==> config.mk <==
export PLATFORM = sky130hd
export DESIGN_NAME = nonce_sweep_controller
export DESIGN_NICKNAME = d
export VERILOG_FILES = /design/src/rtl/nonce_sweep_controller_pkg.sv /design/src/rtl/nonce_tag_pipe.sv /design/src/rtl/nonce_sweep_controller.sv
export SDC_FILE = /design/constraint.sdc
export NUM_CORES = 1
export LEC_CHECK = 0
export ABC_AREA = 1
export BUFFER_PORTS_ARGS = -buffer_cell sky130_fd_sc_hd__buf_4
export CORE_MARGIN = 5
export CORE_UTILIZATION = 45
export CTS_CLUSTER_DIAMETER = 60
export DETAILED_ROUTE_END_ITERATION = 16
export GPL_TIMING_DRIVEN = 0
export PLACE_DENSITY = 0.72
export SLEW_MARGIN = 20
export SYNTH_ARGS = -nofsm -noshare
export SYNTH_HDL_FRONTEND = slang
export SYNTH_SLANG_ARGS = --single-unit
==> constraint.sdc <==
create_clock -name clk -period 8.9 [get_ports clk]
set_clock_uncertainty 0.2 [all_clocks]
set_input_delay 1.335 -clock clk [delete_from_list [all_inputs] [get_ports clk]]
set_output_delay 1.335 -clock clk [all_outputs]
set_load 0.01 [all_outputs]
==> src/rtl/nonce_sweep_controller_pkg.sv <==
// Shared mining definitions: sweep FSM state codes, suffix-width helper and the
// per-job result record passed on to the nonce decoder and host interface.
package nonce_sweep_controller_pkg;

    typedef logic [2:0] state_t;

    localparam state_t ST_IDLE   = 3'd0;
    localparam state_t ST_BCAST  = 3'd1;
    localparam state_t ST_SWEEP  = 3'd2;
    localparam state_t ST_DRAIN  = 3'd3;
    localparam state_t ST_REPORT = 3'd4;

    localparam int RESULT_NONCE_BITS = 32;

    typedef struct packed {
        logic                         success;
        logic [RESULT_NONCE_BITS-1:0] nonce;
    } result_t;

    // Suffix is whatever remains of the nonce once the core prefix is taken off.
    function automatic int suffix_width(input int nonce_bits, input int part_bits);
        return nonce_bits - part_bits;
    endfunction

endpackage

==> src/rtl/nonce_tag_pipe.sv <==
// Delay line that carries each issued suffix and its valid bit forward until the
// matching core_success flags come back; clr_i invalidates everything in flight.
module nonce_tag_pipe #(
    parameter int DEPTH = 3,
    parameter int W     = 30
) (
    input  logic         clk,
    input  logic         rst,
    input  logic         clr_i,
    input  logic         vld_i,
    input  logic [W-1:0] base_i,
    output logic         vld_o,
    output logic [W-1:0] base_o
);

    logic [DEPTH-1:0]        vld_q, vld_d;
    logic [DEPTH-1:0][W-1:0] base_q, base_d;

    always_comb begin
        vld_d     = '0;
        base_d    = '0;
        vld_d[0]  = vld_i & ~clr_i;
        base_d[0] = base_i;
        for (int i = 1; i < DEPTH; i++) begin
            vld_d[i]  = vld_q[i-1] & ~clr_i;
            base_d[i] = base_q[i-1];
        end
    end

    always_ff @(posedge clk or posedge rst) begin
        if (rst) begin
            vld_q  <= '0;
            base_q <= '0;
        end else begin
            vld_q  <= vld_d;
            base_q <= base_d;
        end
    end

    assign vld_o  = vld_q[DEPTH-1];
    assign base_o = base_q[DEPTH-1];

endmodule

==> src/rtl/nonce_sweep_controller.sv <==
// Runs one mining job: header broadcast, full suffix sweep, pipeline drain, and a
// single result report with lowest-core-index arbitration between winners.
module nonce_sweep_controller
    import nonce_sweep_controller_pkg::*;
#(
    parameter int NUM_CORES     = 4,
    parameter int PARTITIONBITS = 2,
    parameter int BROADCAST_CNT = 5,
    parameter int PIPE_LATENCY  = 3,
    parameter int NONCE_BITS    = 32,
    localparam int SW = suffix_width(NONCE_BITS, PARTITIONBITS),
    localparam int BW = (BROADCAST_CNT > 1) ? $clog2(BROADCAST_CNT) : 1
) (
    input  logic                  clk,
    input  logic                  rst,
    input  logic                  start_i,
    input  logic                  abort_i,
    output logic                  busy_o,
    output logic                  broadcast_o,
    output logic [BW-1:0]         bcast_idx_o,
    output logic                  nonce_valid_o,
    output logic [SW-1:0]         nonce_base_o,
    input  logic [NUM_CORES-1:0]  core_success_i,
    output logic                  result_valid_o,
    output logic                  success_o,
    output logic [NONCE_BITS-1:0] nonce_o
);

    localparam int DW = (PIPE_LATENCY > 1) ? $clog2(PIPE_LATENCY) : 1;
    localparam logic [BW-1:0] BCAST_LAST = BW'(BROADCAST_CNT - 1);
    localparam logic [DW-1:0] DRAIN_LAST = DW'(PIPE_LATENCY - 1);
    localparam logic [SW-1:0] BASE_LAST  = {SW{1'b1}};

    state_t                  state_q, state_d;
    logic [BW-1:0]           bcast_cnt_q, bcast_cnt_d;
    logic [SW-1:0]           base_q, base_d;
    logic [DW-1:0]           drain_cnt_q, drain_cnt_d;
    logic                    success_q, success_d;
    logic [NONCE_BITS-1:0]   nonce_q, nonce_d;

    logic                     tag_clr;
    logic                     tag_vld;
    logic [SW-1:0]            tag_base;
    logic [PARTITIONBITS-1:0] winner;
    logic                     hit;

    nonce_tag_pipe #(
        .DEPTH (PIPE_LATENCY),
        .W     (SW)
    ) u_tag_pipe (
        .clk    (clk),
        .rst    (rst),
        .clr_i  (tag_clr),
        .vld_i  (nonce_valid_o),
        .base_i (nonce_base_o),
        .vld_o  (tag_vld),
        .base_o (tag_base)
    );

    // Scan downward so the lowest set core index is the one left standing.
    always_comb begin
        winner = '0;
        for (int k = NUM_CORES - 1; k >= 0; k--) begin
            if (core_success_i[k]) winner = PARTITIONBITS'(k);
        end
    end

    assign hit = tag_vld && (|core_success_i) &&
                 ((state_q == ST_SWEEP) || (state_q == ST_DRAIN));

    always_comb begin
        state_d     = state_q;
        bcast_cnt_d = bcast_cnt_q;
        base_d      = base_q;
        drain_cnt_d = drain_cnt_q;
        success_d   = success_q;
        nonce_d     = nonce_q;
        tag_clr     = 1'b0;

        case (state_q)
            ST_IDLE: begin
                if (start_i) begin
                    state_d     = ST_BCAST;
                    bcast_cnt_d = '0;
                    success_d   = 1'b0;
                    nonce_d     = '0;
                    tag_clr     = 1'b1;
                end
            end
            ST_BCAST: begin
                if (bcast_cnt_q == BCAST_LAST) begin
                    state_d = ST_SWEEP;
                    base_d  = '0;
                end else begin
                    bcast_cnt_d = bcast_cnt_q + 1'b1;
                end
            end
            ST_SWEEP: begin
                if (base_q == BASE_LAST) begin
                    state_d     = ST_DRAIN;
                    drain_cnt_d = '0;
                end else begin
                    base_d = base_q + 1'b1;
                end
            end
            ST_DRAIN: begin
                if (drain_cnt_q == DRAIN_LAST) state_d = ST_REPORT;
                else                           drain_cnt_d = drain_cnt_q + 1'b1;
            end
            ST_REPORT: state_d = ST_IDLE;
            default:   state_d = ST_IDLE;
        endcase

        // A late hit beats the end of the sweep or drain; abort beats everything.
        if (hit) begin
            state_d   = ST_REPORT;
            success_d = 1'b1;
            nonce_d   = {winner, tag_base};
        end

        if (abort_i && (state_q != ST_IDLE)) begin
            state_d   = ST_IDLE;
            success_d = success_q;
            nonce_d   = nonce_q;
            tag_clr   = 1'b1;
        end
    end

    always_ff @(posedge clk or posedge rst) begin
        if (rst) begin
            state_q     <= ST_IDLE;
            bcast_cnt_q <= '0;
            base_q      <= '0;
            drain_cnt_q <= '0;
            success_q   <= 1'b0;
            nonce_q     <= '0;
        end else begin
            state_q     <= state_d;
            bcast_cnt_q <= bcast_cnt_d;
            base_q      <= base_d;
            drain_cnt_q <= drain_cnt_d;
            success_q   <= success_d;
            nonce_q     <= nonce_d;
        end
    end

    assign busy_o         = (state_q != ST_IDLE);
    assign broadcast_o    = (state_q == ST_BCAST);
    assign bcast_idx_o    = broadcast_o ? bcast_cnt_q : '0;
    assign nonce_valid_o  = (state_q == ST_SWEEP);
    assign nonce_base_o   = nonce_valid_o ? base_q : '0;
    assign result_valid_o = (state_q == ST_REPORT);
    assign success_o      = success_q;
    assign nonce_o        = nonce_q;

endmodule

==> results of run 1 <==
[placed cells by master, fill, tap and decap left out, types with 6 or more instances in the layout]
cell and n:
buf_4 107, buf_6 6, clkbuf_1 10, clkbuf_16 17, dfrtp_1 164, inv_1 97, nand2_1 168, nand3_1 75
nand3_2 7, nand4_1 8, nor2_1 77, o21ai_0 37, o21ai_1 6
[state kept, by name, summed over array words and instances (netlist names)]
name and cells:
bcast_cnt_q 3, u_tag_pipe.base_o 30, u_tag_pipe.base_d 60, base_q 30
state_q 3, nonce_o 32, u_tag_pipe.vld_q 3, success_o 1
drain_cnt_q 2
[worst min-delay path by stage]
stage,from,to,slack (ns),cells after the start
after floorplan,u_tag_pipe.base_d[30]$_DFF_PP0_,u_tag_pipe.base_d[60]$_DFF_PP0_,0.13,0
after global placement,u_tag_pipe.base_d[40]$_DFF_PP0_,u_tag_pipe.base_d[70]$_DFF_PP0_,0.13,0
after detailed placement,u_tag_pipe.base_d[34]$_DFF_PP0_,u_tag_pipe.base_d[64]$_DFF_PP0_,0.13,0
after CTS,u_tag_pipe.base_d[34]$_DFF_PP0_,u_tag_pipe.base_d[64]$_DFF_PP0_,0.15,0
after global routing,u_tag_pipe.base_d[34]$_DFF_PP0_,u_tag_pipe.base_d[64]$_DFF_PP0_,0.15,0
final,u_tag_pipe.base_d[34]$_DFF_PP0_,u_tag_pipe.base_d[64]$_DFF_PP0_,0.14,0
[metrics by stage]
stage | area (µm²) | total power [µW]
after detailed placement | 7580 | 1180
after global routing | 8130 | 1940
after floorplan | 6730 | 1070
after global placement | 7540 | 1180
after CTS | 8130 | 1860
final | 8130 | 1830
[kinds of logic (layout without fill, tap and decap cells)]
logic type      after synthesis  in the layout  synth area share
compound gates               51             51            0.0394
xor+xnor                      4              4           0.00520
simple gates                353            353             0.232
buf+inv                     148            258             0.107
flops                       164            164             0.610
fa+ha+maj                     4              4           0.00743
[critical path, delay by kind of cell, from the launching register on]
kind | cells | cell delay (ns)
buf+inv | 3 | 0.58
simple gates | 3 | 0.71
flops | 1 | 0.41
[power breakdown]
part | internal [µW] | total [µW] | switching (µW) | leakage [µW]
combinational | 114 | 366 | 251 | 0.00168
clock | 377 | 665 | 288 | 0.000274
sequential | 782 | 804 | 21.8 | 0.00228
total | 1270 | 1830 | 562 | 0.00424
[metal layers]
layer / vias up / part of all wire / wire [µm] / global-route usage
li1: 2414 / - / - / -
met1: 2312 / 0.44 / 5980 / 0.209
met2: 116 / 0.49 / 6710 / 0.268
met3: 24 / 0.047 / 639 / 0.0405
met4: 0 / 0.025 / 341 / 0.0639
met5: - / 0 / 0 / 0
[area by class of cell]
class,instances,area share
clock inverters,12,0.0120
multi-input cells,412,0.235
plain buffers,48,0.0420
inverters,100,0.0474
well taps,184,0.0283
flip-flops and latches,164,0.505
clock buffers,20,0.0562
repair buffers,78,0.0745
==> results.json, run 1 <==
{
  "synth_area_leaders": "dfrtp_1, nand2_1, nand3_1, inv_1, nor2_1",
  "fin_nets": 833,
  "path_class": "register to output pin",
  "tns_ns": 0,
  "maxCapViolCount": 0,
  "vias": 4866,
  "rsz0062_at_grt": "false",
  "finalCriticalPeriod_ns": 3.66,
  "reg2regPathDepth": 11,
  "status": "finished clean",
  "num_antenna_cells": 0,
  "clock_latency_ns": 0.40,
  "vias_per_cell": 4.78,
  "dp.cells": 986,
  "hold_violations": 0,
  "startpoint_type": "register",
  "leakagePower_uw": 0.00424,
  "die-area_mm2": 0.0175,
  "fill_cells": 1270,
  "hold_path.class": "register to register",
  "synth.avg_cell_area_um2": 9.30,
  "grt_max_degree": 114,
  "crit_fanout": 10,
  "synth_common_cells": "nand2_1, dfrtp_1, inv_1",
  "cts_setup_buffers": 0,
  "cts_hold_buf": 0,
  "syn_to_final_growth_pct": 20.8,
  "min_period_over_period": 0.411,
  "drc_errors": 0,
  "crit_path_start": "state_q[0]$_DFFE_PP0P_",
  "r2r-end": "base_q[13]$_DFFE_PP0P_",
  "core-area_mm2": 0.0146,
  "dp_slack_ns": 5.67,
  "seq_area_mm2": 0.00410,
  "syn_nets": 736,
  "worst_setup_path_end_kind": "output pin",
  "ys.flop_type": "dfrtp_1",
  "dp_hpwl_um": 9750,
  "crit_slowest_cell": "dfrtp_1",
  "drt_first_pass_iters": 7,
  "wl_per_cell_um": 13.4,
  "rows": 44,
  "grt_pass1_wl_um": 23300,
  "grt_pass1_vias": 4819,
  "cts_buffers": 17,
  "multi_input_area_mm2": 0.00191,
  "finalSetupViolCount": 0,
  "cts_tree": "built",
  "r2r-start": "base_q[0]$_DFFE_PP0P_",
  "power_density_mw_per_mm2": 226,
  "root_buffer": "clkbuf_16",
  "syn_area_mm2": 0.00673,
  "yosys_register_bits": 164,
  "die_w_um": 132,
  "ios": 78,
  "crit_required_ns": 7.36,
  "cts_resized": 0,
  "endpoint": "nonce_base_o[29]",
  "drt-initial-drc-count": 399,
  "clock.fmax_mhz": 274,
  "cp_common_cell": "buf_4",
  "grt.overflow.total": 0,
  "fp.dieH_um": 132,
  "cts.clk_slew.worst_paths_ns": 0.06,
  "grt_util_all_layers": 0.163,
  "antenna_found_initial": 0,
  "relSlewSlack": 0.634,
  "synth-edff-count": 0,
  "h-tree-depth": 4,
  "clock_path_buffers": 2,
  "worst-r2r-setup-slack_ns": 6.86,
  "whs_ns": 0.144,
  "final_cells": 1018,
  "timing.final.ws_setup_ns": 5.24,
  "cts.sinks": 164,
  "async_flop_share": 1.00,
  "syn_inst": 724,
  "yosysUniqueCellTypes": 30,
  "gp_congestion": 0.839,
  "critPathMaxStageDelay_ns": 0.41,
  "ant_nets": 0,
  "drive_gt1_frac": 0.207,
  "final_util": 0.557,
  "tightest_slew_ns": 0.549,
  "crit_chain": "nor2_2 > nand2_1 > clkbuf_1 > nor2_1 > buf_4 > buf_4",
  "ys_seq_area_frac": 0.610,
  "arrival_ns": 2.12,
  "wl_um": 13700,
  "yosysWarnings": 0,
  "slew_violations": 0,
  "io_buffers": 77,
  "initial_utilization": 0.461,
  "yosysMostFrequentCell": "nand2_1",
  "ir_worst_vdd_mv": 0.131,
  "synth_area_leader_cell": "dfrtp_1",
  "yosys.area.top_type_share": 0.610
}
(Power assumes the default switching activity.)
==> inputs of run 2 (changes only) <==
--- a/config.mk
+++ b/config.mk
@@ -5,7 +5,7 @@
 export SDC_FILE = /design/constraint.sdc
 export NUM_CORES = 1
 export LEC_CHECK = 0
-export ABC_AREA = 1
+export ABC_AREA = 0
 export BUFFER_PORTS_ARGS = -buffer_cell sky130_fd_sc_hd__buf_4
 export CORE_MARGIN = 5
 export CORE_UTILIZATION = 45
==> constraint.sdc (replaced) <==
create_clock -name clk -period 3.8 [get_ports clk]
set_clock_uncertainty 0.2 [all_clocks]
set_input_delay 0.57 -clock clk [delete_from_list [all_inputs] [get_ports clk]]
set_output_delay 0.57 -clock clk [all_outputs]
set_load 0.01 [all_outputs]
==> results.json, run 2 <==
{
  "die_w_um": 129,
  "critPathMaxStageDelay_ns": 0.57,
  "wl_per_cell_um": 16.7,
  "wl_um": 14500,
  "final_common_cell": "dfrtp_1",
  "ant_nets": 0,
  "io_buffers": 77,
  "cts.clk_slew.worst_paths_ns": 0.07,
  "initial_utilization": 0.459,
  "crit_required_ns": 3.03,
  "largest_register_ff_count": 60,
  "dp_hpwl_um": 10200,
  "synth_xor_area_frac": 0.00829,
  "pwr-share-clk": 0.400,
  "crit_chain": "clkbuf_1 > or3b_2 > clkbuf_1 > buf_1 > nor2_1 > buf_4 > buf_4",
  "path_class": "register to output pin",
  "synth_common_cells": "dfrtp_1, nand2_1, nand3_1",
  "hold_path.class": "primary input to asynchronous set/reset pin",
  "p_switching_uw": 1260,
  "syn_inst": 570,
  "die-area_mm2": 0.0166,
  "clock_path_buffers": 2,
  "worst-r2r-setup-slack_ns": 0.67,
  "ios": 78,
  "r2r-end": "state_q[1]$_DFFE_PP0P_",
  "h-tree-depth": 4,
  "fp.dieH_um": 129,
  "power_density_mw_per_mm2": 543,
  "vias_per_cell": 5.28,
  "grt_util_all_layers": 0.186,
  "grt_pass1_vias": 4761,
  "syn_nets": 582,
  "synth.avg_cell_area_um2": 11.1,
  "tightest_slew_ns": 0.962,
  "drt-initial-drc-count": 362,
  "final_cell_mix": "dfrtp_1, buf_4, nand2_1",
  "hold_violations": 0,
  "yosysMostFrequentCell": "dfrtp_1",
  "async_flop_share": 1.00,
  "clock_latency_ns": 0.42,
  "vias": 4571,
  "drive_gt1_frac": 0.229,
  "comb_power_share": 0.161,
  "grt_pass1_wl_um": 24400,
  "whs_ns": 0.0218,
  "cts_buffers": 17,
  "yosys_register_bits": 164,
  "syn_area_mm2": 0.00634,
  "yosysWarnings": 0,
  "grt_max_degree": 35,
  "startpoint_type": "register",
  "yosys.area.top_type_share": 0.647,
  "synth-simple-area-share": 0.194,
  "worst_setup_path_end_kind": "output pin",
  "r2r-start": "base_q[0]$_DFFE_PP0P_",
  "min_period_over_period": 0.936,
  "synthAdderAreaFrac": 0.00789,
  "num_antenna_cells": 0,
  "synth_mux_area_frac": 0.00158,
  "synth_area_leaders": "dfrtp_1, nand2_1, buf_4, nand3_1, and2_1",
  "yosysUniqueCellTypes": 50,
  "antenna_found_initial": 0,
  "arrival_ns": 2.79,
  "cts_hold_buf": 0,
  "p_seq_frac": 0.438,
  "synth-edff-count": 0,
  "fin_nets": 684,
  "slew_violations": 0,
  "core-area_mm2": 0.0138,
  "crit_slowest_cell": "buf_1",
  "root_buffer": "clkbuf_16",
  "drt_first_pass_iters": 6,
  "cts.sinks": 164,
  "leakagePower_uw": 0.00394,
  "clock.fmax_mhz": 281,
  "ir_worst_vdd_mv": 0.317,
  "synth_top_family_by_area": "simple AND/OR/NAND/NOR gates",
  "synth_compound_area_frac": 0.0829,
  "ys.flop_type": "dfrtp_1",
  "cts_setup_buffers": 0,
  "synth_area_leader_cell": "dfrtp_1",
  "rsz0062_at_grt": "false",
  "drc_errors": 0,
  "grt.overflow.total": 0,
  "cts_resized": 0,
  "crit_fanout": 10,
  "status": "finished clean",
  "syn_to_final_growth_pct": 24.6,
  "reg2regPathDepth": 7,
  "gp_congestion": 0.869,
  "finalCriticalPeriod_ns": 3.56,
  "relSlewSlack": 0.350,
  "tns_ns": 0,
  "rows": 43,
  "cts_tree": "built",
  "ys_seq_area_frac": 0.647,
  "final_util": 0.572,
  "p_int_uw": 3030,
  "finalSetupViolCount": 0,
  "maxCapViolCount": 0,
  "swShare": 0.293
}
## run 2: cell count changes after synthesis, sizes merged, moves of 5 or more
cell | previous run | this run
nand2 | 174 | 95
o211ai | 1 | 7
o31ai | 1 | 12
and2 | 1 | 33
a21oi | 4 | 19
buf | 39 | 33
clkbuf | 9 | 22
o21ai | 43 | 21
nand3 | 82 | 44
nor2 | 85 | 21
inv | 100 | 13
o41ai | 0 | 5
nor3 | 2 | 13
or3 | 0 | 9
## run 2: metrics by stage
stage	total power (µW)	area, µm²	cells	setup WS [ns]
floorplan	2330	6350	570	0.945
global route	4480	7900	865	0.105
finish	4290	7900	865	0.245
detailed placement	2590	7310	833	0.695
CTS	4310	7900	865	0.263
global placement	2530	7150	827	0.158
## run 2: final cells by class
class                      count  area [µm²]
buffer                        55         323
clock buffer                  18         429
clock inverter                14         166
fill                        1110        5920
inverter                      13        52.6
multi-input combinational    338        1870
sequential                   164        4100
tap                          180         225
timing repair buffer          83         736
## run 2: logic make-up (layout without fill, tap and decap cells)
family / count (synthesis) / after routing
adders and majority gates: 4 / 4
and+or+nand+nor: 247 / 247
muxes: 1 / 1
xor gates and xnor gates: 6 / 6
buffers and inverters: 68 / 183
AOI/OAI and AO/OA: 80 / 80
DFF: 164 / 164
## run 2: power by group through the flow
stage	clock network, µW	registers (µW)	logic [µW]
2_1_floorplan	0	1900	433
3_3_place_gp	0	1910	625
3_5_place_dp	0	1910	675
4_1_cts	1730	1880	696
5_1_grt	1810	1890	773
6_report	1720	1880	693
## run 2: worst max-delay path: cells and delay by family (launching register included)
family	cells	cell delay, ns
and+or+nand+nor	2	0.39
DFF	1	0.33
buffers and inverters	5	1.64
## run 2: metal layers
| metal | share of wire | routed length, µm | vias up | GRT usage |
|---|---|---|---|---|
| met5 | 0 | 0 | - | 0 |
| met4 | 0.017 | 247 | 0 | 0.0679 |
| met3 | 0.041 | 587 | 25 | 0.0328 |
| met2 | 0.55 | 7960 | 135 | 0.334 |
| met1 | 0.39 | 5680 | 2268 | 0.224 |
| li1 | - | - | 2143 | - |
## run 2: how the worst max path moves through the flow
stage,slack (ns),depth (start not counted),to,start
6_report,0.24,7,nonce_base_o[26],state_q[0]$_DFFE_PP0P_
5_1_grt,0.11,7,nonce_base_o[26],state_q[0]$_DFFE_PP0P_
4_1_cts,0.26,7,nonce_base_o[10],state_q[0]$_DFFE_PP0P_
3_5_place_dp,0.69,7,base_q[17]$_DFFE_PP0P_,base_q[0]$_DFFE_PP0P_
3_3_place_gp,0.16,2,u_tag_pipe.base_d[51]$_DFF_PP0_,rst
2_1_floorplan,0.95,1,base_q[0]$_DFFE_PP0P_,rst
